--- config.mk ---
export PLATFORM = sky130hd
export DESIGN_NAME = serial_add_ctrl
export DESIGN_NICKNAME = d
export VERILOG_FILES = /design/src/rtl/serial_add_pkg.sv /design/src/rtl/fulladder.sv /design/src/rtl/serial_add_ctrl.sv
export SDC_FILE = /design/constraint.sdc
export NUM_CORES = 1
export LEC_CHECK = 0
export BUFFER_PORTS_ARGS = -buffer_cell sky130_fd_sc_hd__clkbuf_2
export CORE_ASPECT_RATIO = 1.2
export CORE_MARGIN = 2
export CORE_UTILIZATION = 40
export DETAILED_ROUTE_END_ITERATION = 16
export MAX_ROUTING_LAYER = met4
export SLEW_MARGIN = 20
export SYNTH_ARGS = -nofsm -noshare
export SYNTH_HDL_FRONTEND = slang
export SYNTH_SLANG_ARGS = --single-unit
--- constraint.sdc ---
create_clock -name clk -period 2.21 [get_ports clk]
set_input_delay 0 -clock clk [delete_from_list [all_inputs] [get_ports clk]]
set_output_delay 0 -clock clk [all_outputs]
set_load 0.02 [all_outputs]
--- src/rtl/serial_add_pkg.sv ---
// Shared types and defaults for the bit-serial adder controller.
package serial_add_pkg;

  localparam int unsigned DEFAULT_WIDTH = 8;

  typedef enum logic [1:0] {
    IDLE = 2'd0,
    RUN  = 2'd1,
    DONE = 2'd2
  } state_t;

endpackage

--- src/rtl/fulladder.sv ---
// One-bit full-adder cell.
module fulladder (
  input  logic a,
  input  logic b,
  input  logic cin,
  output logic sum,
  output logic carry
);

  // Combinational sum and carry of three input bits.
  always_comb begin
    sum   = a ^ b ^ cin;
    carry = (a & b) | (cin & (a ^ b));
  end

endmodule

--- src/rtl/serial_add_ctrl.sv ---
// Bit-serial adder controller: adds two WIDTH-bit operands plus a carry-in,
// LSB first, one bit per clock through a single full-adder cell.
module serial_add_ctrl
  import serial_add_pkg::*;
#(
  parameter int unsigned WIDTH = DEFAULT_WIDTH
) (
  input  logic             clk,
  input  logic             rst_n,
  input  logic             start,
  input  logic             abort,
  input  logic [WIDTH-1:0] a_in,
  input  logic [WIDTH-1:0] b_in,
  input  logic             cin_in,
  output logic             busy,
  output logic             done,
  output logic [WIDTH-1:0] sum_out,
  output logic             cout
);

  localparam int unsigned    CW   = $clog2(WIDTH) + 1;
  localparam logic [CW-1:0]  LAST = CW'(WIDTH - 1);

  state_t           state;
  logic [WIDTH-1:0] a_sr;
  logic [WIDTH-1:0] b_sr;
  logic [WIDTH-1:0] res_sr;
  logic [WIDTH-1:0] res_next;
  logic             carry;
  logic [CW-1:0]    cnt;
  logic             fa_sum;
  logic             fa_carry;

  fulladder u_fa (
    .a     (a_sr[0]),
    .b     (b_sr[0]),
    .cin   (carry),
    .sum   (fa_sum),
    .carry (fa_carry)
  );

  // Result register after shifting in the current sum bit at the MSB end.
  always_comb begin
    res_next = {fa_sum, {(WIDTH-1){1'b0}}} | (res_sr >> 1);
  end

  // Controller FSM with datapath registers and registered outputs.
  always_ff @(posedge clk or negedge rst_n) begin
    if (!rst_n) begin
      state   <= IDLE;
      a_sr    <= '0;
      b_sr    <= '0;
      res_sr  <= '0;
      carry   <= 1'b0;
      cnt     <= '0;
      busy    <= 1'b0;
      done    <= 1'b0;
      sum_out <= '0;
      cout    <= 1'b0;
    end else begin
      done <= 1'b0;
      unique case (state)
        IDLE: begin
          if (start) begin
            a_sr   <= a_in;
            b_sr   <= b_in;
            res_sr <= '0;
            carry  <= cin_in;
            cnt    <= '0;
            busy   <= 1'b1;
            state  <= RUN;
          end
        end
        RUN: begin
          // abort outranks both a stray start and the final bit edge
          if (abort) begin
            busy  <= 1'b0;
            state <= IDLE;
          end else begin
            a_sr   <= a_sr >> 1;
            b_sr   <= b_sr >> 1;
            res_sr <= res_next;
            carry  <= fa_carry;
            cnt    <= cnt + CW'(1);
            if (cnt == LAST) begin
              sum_out <= res_next;
              cout    <= fa_carry;
              done    <= 1'b1;
              busy    <= 1'b0;
              state   <= DONE;
            end
          end
        end
        DONE: begin
          if (start) begin
            a_sr   <= a_in;
            b_sr   <= b_in;
            res_sr <= '0;
            carry  <= cin_in;
            cnt    <= '0;
            busy   <= 1'b1;
            state  <= RUN;
          end else begin
            state <= IDLE;
          end
        end
        default: begin
          busy  <= 1'b0;
          state <= IDLE;
        end
      endcase
    end
  end

endmodule

==> results.py <==
metrics = {
    "clock_network": {
        "cts_made_buffers": 5,
        "ctsRootBufferMaster": "sky130_fd_sc_hd__clkbuf_8",
        "hold_buffers": 3,
        "tritoncts": "done",
        "cts.htree.levels": 2,
        "clock_latency_ns": 0.28,
        "clkSinkCount": 41,
        "path_clk_slew_ns": 0.07,
        "cts-resized-gates": 0,
        "clk_path_buf_depth": 2,
        "post_cts_repair_setup_buffers": 0,
    },
    "sta": {
        "fmax_mhz": 535,
        "finalClockSkew_ns": 0.00478,
        "setup_tns_ns": 0,
        "number_of_setup_violations_in_the_final_report": 0,
        "worst_hold_slack_ns": 0.0148,
        "postLayoutSetupSlackWorst_ns": 0.340,
        "slew_headroom_pct": 40.9,
        "final.period_utilization_pct": 84.6,
        "finalMaxSlewViolations": 0,
        "grt_setup_unrepaired": "no",
        "finalHoldViolCount": 0,
        "worst-slew-pin-transition_ns": 0.886,
        "min_period_ns": 1.87,
    },
    "finish": {
        "seqCellArea_sq_um": 1030,
        "fill_cells": 403,
        "finish.instance_area_sq_um": 2120,
        "diodes": 0,
        "finish.net_count": 219,
        "layout-area-overhead-vs-synth_pct": 18.7,
        "drive_gt1_share_pct": 27.6,
        "multiInputGateArea_sq_um": 712,
    },
    "worst_setup_path": {
        "critical_path.n_buffers_inverters": 1,
        "worst-setup-path-type": "reg2reg",
        "worst-path-max-fanout": 15,
        "cp-start-kind": "flop",
        "setup.reg_to_reg.worst_slack_ns": 0.34,
        "worst-endpoint-required_ns": 2.35,
        "arrival_ns": 2.01,
        "worst_path_largest_cell_delay_ns": 0.57,
        "timing.critical_path.max_delay_family": "simple AND/OR/NAND/NOR gates",
        "critPathSlowestCell": "sky130_fd_sc_hd__or3b_1",
        "worstSetupEndpointType": "flop",
        "critical_path.cell_chain": "or3b_1 -> buf_4 -> nand2_1 -> a21oi_1",
    },
    "worst_hold_path": {
        "min-delay-path-class": "in2reg",
    },
    "placement": {
        "place_worst_setup_slack_ns": 0.337,
        "post_dp_cell_area_sq_um": 2000,
        "dp_hpwl_um": 2380,
        "number_of_port_buffers": 31,
        "finalWeightedCongestion": 0.777,
    },
    "synthesis": {
        "synth_nets": 183,
        "syn_area_sq_um": 1780,
        "ys_warn_count": 0,
        "synth-seq-cells": 41,
        "syn_inst": 160,
        "syn-mean-instance-area_sq_um": 11.1,
        "yosys_most_used_dff": "sky130_fd_sc_hd__dfrtp_1",
        "sequential_to_total_area_share_from_yosys_stat_pct": 57.5,
        "synth.most_common_cell": "sky130_fd_sc_hd__dfrtp_1",
        "synth-edff-count": 0,
        "synth_common_cells": "41 x sky130_fd_sc_hd__dfrtp_1, 24 x sky130_fd_sc_hd__nand2_1, 16 x sky130_fd_sc_hd__mux2i_1",
        "async_reset_ff_share_pct": 100,
        "post-synth-top-area-cell": "sky130_fd_sc_hd__dfrtp_1",
        "synth_top_cells_by_area": "sky130_fd_sc_hd__dfrtp_1 58%, sky130_fd_sc_hd__mux2i_1 9.0%, sky130_fd_sc_hd__mux2_2 5.7%",
        "synth_top_cell_area_share_pct": 57.5,
        "synthDistinctLibCells": 22,
    },
    "drt": {
        "route.final.wire_length_um": 3340,
        "highest_signal_layer_in_the_routed_design": "met4",
        "drt-met1-wl_um": 1530,
        "starting_drc_count_in_detailed_routing": 58,
        "detailroute.via_count": 1256,
        "ant_nets": 0,
        "detailroute.wirelength.met2_um": 1580,
        "avgRoutedWirePerCell_um": 13.2,
        "vias_per_cell": 4.98,
        "drt_pass1_iterations": 4,
        "post-route-drc-count": 0,
        "wl_met3_um": 184,
    },
    "die": {
        "floorplan.rows": 26,
        "fp.coreArea_sq_um": 4260,
        "floorplan_die_height_um": 77.1,
        "die_width_um": 64.9,
        "die_area_sq_um": 5010,
        "initial_core_util_pct": 41.8,
        "top_ports": 32,
    },
    "status": {
        "outcome": "completed",
    },
    "global_routing": {
        "grt_pass1_vias": 1205,
        "grt_overflow_total": 0,
        "global_route_usage_over_all_layers_pct": 15.4,
        "grt_pass1_wl_um": 5730,
        "antenna_violations_before_repair": 0,
        "largest_net_degree_at_the_start_of_global_routing": 42,
    },
    "job": {
        "cap_viol_max_count": 0,
    },
    "power_and_ir_drop": {
        "finalPower_w": 0.00202,
        "p_leak_nw": 1.07,
        "vdd.ir_drop.worst_uv": 435,
        "power_density_nw_per_um2": 954,
    },
}
worst reg2reg max path, cell delays in order, from the launching register on:
cell	delay, ns
sky130_fd_sc_hd__dfrtp_1	0.40
sky130_fd_sc_hd__or3b_1	0.57
sky130_fd_sc_hd__buf_4	0.25
sky130_fd_sc_hd__nand2_1	0.38
sky130_fd_sc_hd__a21oi_1	0.13
path summary, 6_finish.rpt:
check                      endpoint  depth (start not counted)     start
setup reg to reg            b_sr[4]                          4  state[1]
max in group asynchronous   a_sr[2]                          2     rst_n
min in group asynchronous    cnt[3]                          2     rst_n
hold / removal              a_sr[3]                          3   a_in[3]
setup / recovery            b_sr[4]                          4  state[1]
hold reg to reg              cnt[3]                          1    cnt[3]
flip-flops by register name (all words and copies together) (netlist names):
signal   flops
a_sr         8
b_sr         8
busy         1
carry        1
cnt          4
cout         1
done         1
res_sr       7
state        2
sum_out      8
cell families (layout without fill, tap and decap cells):
| logic type | Yosys count | in the layout | share of synthesized area, % |
|---|---|---|---|
| AND/OR/NAND/NOR | 65 | 65 | 18.5 |
| flip-flops | 41 | 41 | 57.5 |
| multiplexers | 25 | 25 | 14.7 |
| AO/OA/AOI/OAI | 17 | 17 | 4.77 |
| buffers and inverters | 10 | 46 | 2.67 |
| adder cells (fa/ha/maj) | 2 | 2 | 1.82 |
layout make-up:
| class | instances | area share (%) |
|---|---|---|
| clock buffers | 7 | 4.08 |
| flip-flops and latches | 41 | 48.5 |
| repair buffers | 39 | 10.5 |
| well taps | 56 | 3.31 |
| multi-input cells | 109 | 33.6 |
metal layers:
layer  track usage, %  up-vias
met5                -        -
met4             4.47        0
met3             5.43        5
met2             22.8       36
met1             20.1      590
li1                 -      625
layout by cell type (no fill, tap or decap), types with 2 or more instances in the layout:
cell	Yosys	layout
sky130_fd_sc_hd__mux2i_1	16	16
sky130_fd_sc_hd__nor2_1	3	3
sky130_fd_sc_hd__nand3_1	14	14
sky130_fd_sc_hd__nand3b_1	2	2
sky130_fd_sc_hd__mux2_2	9	9
sky130_fd_sc_hd__clkbuf_2	0	30
sky130_fd_sc_hd__nand2_1	24	24
sky130_fd_sc_hd__nor3_1	15	15
sky130_fd_sc_hd__buf_4	1	5
sky130_fd_sc_hd__dlygate4sd3_1	0	3
sky130_fd_sc_hd__clkbuf_8	0	6
sky130_fd_sc_hd__a21oi_1	15	15
sky130_fd_sc_hd__dfrtp_1	41	41
sky130_fd_sc_hd__o21ai_0	2	2
power by group:
group          switching (W)  total (W)  internal (W)
registers           0.000120    0.00105      0.000929
logic               0.000273   0.000496      0.000223
clock network       0.000227   0.000475      0.000247
per-stage QoR:
stage,util [%],instances
detailed placement,46.9,242
floorplan,-,160
global route,49.7,252
finish,49.7,252
global placement,46.9,242
CTS,49.6,252
No activity file was read; power rests on OpenSTA's default activity.
